<file path="src/rtl/segment_display_decode.sv">
// Decodes a debounced pair of 7-segment glyphs back into an 8-bit count; flags and counts illegal glyphs.
// Commit lands STABLE_CYCLES edges after a pattern is first registered; no backpressure, the inputs are sampled every cycle.
module segment_display_decode #(
    parameter int unsigned STABLE_CYCLES = 4
) (
    input  logic       i_Clk,
    input  logic       i_Rst_L,
    input  logic [6:0] i_Segment1,
    input  logic [6:0] i_Segment2,
    output logic [7:0] o_Count,
    output logic       o_Valid,
    output logic       o_Locked,
    output logic       o_Error,
    output logic [7:0] o_Err_Count
);

    localparam logic [7:0] STAB_MAX = 8'(STABLE_CYCLES);

    // Returns {legal, nibble}; nibble is 0 when the glyph is not a hex digit.
    function automatic logic [4:0] glyph_to_nib(input logic [6:0] glyph);
        logic [4:0] res;
        case (glyph)
            7'h7E:   res = {1'b1, 4'h0};
            7'h30:   res = {1'b1, 4'h1};
            7'h6D:   res = {1'b1, 4'h2};
            7'h79:   res = {1'b1, 4'h3};
            7'h33:   res = {1'b1, 4'h4};
            7'h5B:   res = {1'b1, 4'h5};
            7'h5F:   res = {1'b1, 4'h6};
            7'h70:   res = {1'b1, 4'h7};
            7'h7F:   res = {1'b1, 4'h8};
            7'h7B:   res = {1'b1, 4'h9};
            7'h77:   res = {1'b1, 4'hA};
            7'h1F:   res = {1'b1, 4'hB};
            7'h4E:   res = {1'b1, 4'hC};
            7'h3D:   res = {1'b1, 4'hD};
            7'h4F:   res = {1'b1, 4'hE};
            7'h47:   res = {1'b1, 4'hF};
            default: res = 5'b0_0000;
        endcase
        return res;
    endfunction

    logic [6:0] seg1_q, seg1_d;
    logic [6:0] seg2_q, seg2_d;
    logic [7:0] stab_q, stab_d;
    logic [7:0] count_q, count_d;
    logic       valid_q, valid_d;
    logic       locked_q, locked_d;
    logic       error_q, error_d;
    logic [7:0] err_cnt_q, err_cnt_d;

    logic       pair_same;
    logic       commit;
    logic [4:0] dec1;
    logic [4:0] dec2;

    assign pair_same = (i_Segment1 == seg1_q) && (i_Segment2 == seg2_q);
    assign commit    = pair_same && (stab_q == STAB_MAX - 8'd1);
    assign dec1      = glyph_to_nib(seg1_q);
    assign dec2      = glyph_to_nib(seg2_q);

    always_comb begin
        seg1_d    = seg1_q;
        seg2_d    = seg2_q;
        stab_d    = stab_q;
        count_d   = count_q;
        valid_d   = 1'b0;
        locked_d  = locked_q;
        error_d   = 1'b0;
        err_cnt_d = err_cnt_q;

        if (!pair_same) begin
            seg1_d   = i_Segment1;
            seg2_d   = i_Segment2;
            stab_d   = 8'd0;
            locked_d = 1'b0;
        end else if (stab_q < STAB_MAX) begin
            stab_d = stab_q + 8'd1;
        end

        // Decision uses the registered pair, which equals the inputs whenever commit is set.
        if (commit) begin
            if (dec1[4] && dec2[4]) begin
                count_d  = {dec1[3:0], dec2[3:0]};
                valid_d  = 1'b1;
                locked_d = 1'b1;
            end else if ((seg1_q == 7'h00) && (seg2_q == 7'h00)) begin
                locked_d = 1'b0;
            end else begin
                error_d  = 1'b1;
                locked_d = 1'b0;
                if (err_cnt_q != 8'hFF) begin
                    err_cnt_d = err_cnt_q + 8'd1;
                end
            end
        end
    end

    always_ff @(posedge i_Clk or negedge i_Rst_L) begin
        if (!i_Rst_L) begin
            seg1_q    <= 7'h00;
            seg2_q    <= 7'h00;
            stab_q    <= 8'd0;
            count_q   <= 8'h00;
            valid_q   <= 1'b0;
            locked_q  <= 1'b0;
            error_q   <= 1'b0;
            err_cnt_q <= 8'h00;
        end else begin
            seg1_q    <= seg1_d;
            seg2_q    <= seg2_d;
            stab_q    <= stab_d;
            count_q   <= count_d;
            valid_q   <= valid_d;
            locked_q  <= locked_d;
            error_q   <= error_d;
            err_cnt_q <= err_cnt_d;
        end
    end

    assign o_Count     = count_q;
    assign o_Valid     = valid_q;
    assign o_Locked    = locked_q;
    assign o_Error     = error_q;
    assign o_Err_Count = err_cnt_q;

endmodule

</file>
<file path="config.mk">
export PLATFORM = sky130hd
export DESIGN_NAME = segment_display_decode
export DESIGN_NICKNAME = d
export VERILOG_FILES = /design/src/rtl/segment_display_decode.sv
export SDC_FILE = /design/constraint.sdc
export NUM_CORES = 1
export LEC_CHECK = 0
export BUFFER_PORTS_ARGS = -buffer_cell sky130_fd_sc_hd__buf_2
export CAP_MARGIN = 10
export CORE_UTILIZATION = 25
export CTS_CLUSTER_SIZE = 40
export DETAILED_ROUTE_END_ITERATION = 12
export PLACE_DENSITY = 0.51
export SLEW_MARGIN = 40
export SYNTH_ARGS = -nofsm -noshare
export SYNTH_HDL_FRONTEND = slang
export SYNTH_SLANG_ARGS = --single-unit
export TNS_END_PERCENT = 10
</file>
<file path="constraint.sdc">
create_clock -name i_Clk -period 2 [get_ports i_Clk]
set_input_delay 0.4 -clock i_Clk [delete_from_list [all_inputs] [get_ports i_Clk]]
set_output_delay 0.4 -clock i_Clk [all_outputs]
set_load 0.02 [all_outputs]
</file>
==> impl_metrics.toml <==
[status]
status = "finished, violations left"
violations = "setup timing"

[sta]
tightest_slew_ns = 0.683
finalSetupTns_ns = -2.75
setup_viol = 17
rsz0062_at_grt = "true"
slew_violations = 0
timing.final.ws_setup_ns = -0.246
timing.fmax_mhz = 445
whs_ns = 0.0542
hold_viol_final = 0
relSlewSlack_pct = 54.3
clock_skew_ns = 0.00770
finalCritPeriodShare_pct = 112
post-route-min-period_ns = 2.25

[route]
drt_iter0_drc = 97
first_pass_iters = 4
wl_mm = 6.10
avgViaCountPerCell = 4.43
postRouteAntennaNets = 0
drc_errors = 0
avgRoutedWirePerCell_um = 13.0
via_count = 2083

[clock_network]
clk_latency_ns = 0.30
clock-sinks = 41
clockBufferDepth = 2
hold_buffers = 0
tritoncts = "built"
clk_pin_slew_ns = 0.09
h-tree-depth = 2
cts_buffers = 5
clock-root-buffer = "clkbuf_8"

[die]
pin_count = 35
die_y_um = 100
initial_core_util_pct = 26.0
dieArea_um2 = 10100
die_w_um = 100
coreArea_um2 = 9280
rows = 35

[finish]
drive_above_1_share_pct = 45.5
final_common_cell = "buf_4"
num-fill-cells = 964
multi_input_area_um2 = 1320
diodes = 0
seq_area_um2 = 1030
area_growth_pct = 41.2
final_cells = 470
nets = 358
mostFrequentLayoutCells = "buf_4, dfrtp_1, buf_2, nand2_1, xnor2_1"

[synth]
synth_edf_count = 0
synth_top_family_by_area = "simple AND/OR/NAND/NOR gates"
yosysWarnings = 0
syn-num-nets = 271
synth_cells = 253
synth-xor-area-share_pct = 9.06
synth_seq_cells = 41
synth_adder_area_share_pct = 1.04
synth_simple_gate_area_share_pct = 23.9
synthArstFlopShare_pct = 100
syn_area_um2 = 2420
synth_compound_area_share_pct = 10.4
ys_seq_area_share_pct = 42.5
synth_ff_type = "dfrtp_1"
synthDistinctLibCells = 47
avgSynthCellArea_um2 = 9.55
synth_mux_area_share_pct = 5.85

[power_and_ir_drop]
internal_power_w = 0.00123
irDropWorstVdd_mv = 0.279
p_per_area_nw_per_um2 = 498
p_leak_nw = 1.60
p_comb_share_pct = 15.4
clockPowerShare_pct = 33.0
p_seq_share_pct = 51.6
p_sw_share_pct = 27.6
p_switching_w = 0.000470

[setup_path]
worstSetupPathType = "reg -> reg"
cp_max_fo = 8
required_ns = 2.24
r2r_start = "seg1_q[3]$_DFFE_PN0N_"
cp-end-kind = "register"
rr_worst_depth = 12
r2r_slack_ns = -0.25
cp-start-kind = "register"
r2r-end = "o_Count[6]$_DFFE_PN0P_"
critPathArrivalTime_ns = 2.49

[grt]
first_global_vias = 2084
overflow = 0
track_usage_pct = 12.9
grt_pass1_wl_mm = 10.3
grt_max_degree = 42
antenna_found_initial = 0

[placement]
dpl.cell_count = 443
io_buffers = 34
gp_congestion = 0.823
post-dp-hpwl_mm = 4.31

[run]
max_cap_viol_count = 0

[worst_hold_path]
hold_path_class = "in -> async"
[layout make-up]
type | instances | area share (%)
multi-input combinational | 174 | 38.8
clock buffer | 6 | 2.13
clock inverter | 2 | 0.440
sequential | 41 | 30.3
tap | 129 | 4.73
timing repair buffer | 112 | 23.0
inverter | 6 | 0.660
[state kept, by name, indices dropped and copies added, names as in the netlist]
register	count
stab_q	8
o_Error	1
seg1_q	7
o_Valid	1
seg2_q	7
o_Locked	1
o_Count	8
o_Err_Count	8
[routing by layer]
metal	wire length, µm	vias to the layer above	GRT usage, %
li1	-	1050	-
met3	321	11	3.20
met5	0	-	0
met2	2790	54	20.8
met4	107	0	3.68
met1	2870	968	17.1
[worst max-delay path, cell delays in order, from the launching register on]
cell     delay (ns)
dfrtp_2        0.48
nor4_4         0.33
nand4_1        0.17
buf_4          0.18
buf_4          0.13
buf_4          0.12
buf_4          0.12
buf_4          0.12
buf_4          0.12
buf_4          0.12
o21ai_0        0.05
or3_1          0.12
mux2_4         0.13
[worst max path at each step]
stage	startpoint	to	slack, ns	cells after the start
final	seg1_q[3]$_DFFE_PN0N_	o_Count[6]$_DFFE_PN0P_	-0.25	12
after global routing	seg1_q[3]$_DFFE_PN0N_	o_Err_Count[4]$_DFFE_PN0P_	-0.36	9
after CTS	seg2_q[3]$_DFFE_PN0N_	o_Count[0]$_DFFE_PN0P_	-0.22	7
after detailed placement	seg1_q[3]$_DFFE_PN0N_	o_Err_Count[0]$_DFFE_PN0P_	-0.31	10
after global placement	seg2_q[6]$_DFFE_PN0N_	o_Err_Count[0]$_DFFE_PN0P_	-0.29	8
after floorplan	seg2_q[1]$_DFFE_PN0N_	o_Count[0]$_DFFE_PN0P_	-0.13	7
[logic make-up after synthesis]
kind of cell	count (synthesis)
muxes	11
buffers and inverters	38
DFF	41
adders and majority gates	2
and+or+nand+nor	100
xor gates and xnor gates	25
AOI/OAI and AO/OA	36
[synthesized netlist by cell type, types with 3 or more instances]
cell type  instances  area (µm²)
dfrtp_1           41        1030
nor2b_1            3        18.8
and3_1             4        25.0
nor2_1            15        56.3
nand2_1           17        63.8
nand2b_1           5        31.3
nor3_1            10        50.1
a31oi_1            4        25.0
nand4_1            6        37.5
nor4_1             4        25.0
mux2_4             6        90.1
xor2_1             9        78.8
mux2i_1            4        40.0
inv_1              6        22.5
nand3b_1           3        22.5
xnor2_1           16         140
buf_2             11        55.1
a21oi_1            7        35.0
and2_1             7        43.8
o21ai_0            9        45.0
nand3_1           12        60.1
o22ai_1            4        25.0
clkbuf_1          17        63.8
[repair_timing]
item | 4_1_cts | 5_1_grt
endpoints found under the setup margin | 19 | 19
buffers inserted | 18 | 2
pin swaps | 7 | 5
resized for setup | 14 | 9
[per-stage QoR]
| stage | cell area, µm² | utilization (%) | power [W] | setup slack, ns |
|---|---|---|---|---|
| 2_1_floorplan | 2450 | - | 0.00102 | -0.132 |
| 3_3_place_gp | 3090 | 33.3 | 0.00114 | -0.289 |
| 3_5_place_dp | 3090 | 33.3 | 0.00113 | -0.305 |
| 4_1_cts | 3360 | 36.1 | 0.00173 | -0.215 |
| 5_1_grt | 3410 | 36.7 | 0.00179 | -0.356 |
| 6_report | 3410 | 36.7 | 0.00170 | -0.246 |
[power by group through the flow]
stage,sequential (W),clock (W),combinational [W]
detailed placement,0.000893,0,0.000242
global placement,0.000893,0,0.000243
floorplan,0.000869,0,0.000150
global route,0.000881,0.000616,0.000289
finish,0.000877,0.000561,0.000262
CTS,0.000877,0.000592,0.000258
Note: power is estimated with default switching activity, not from simulation.
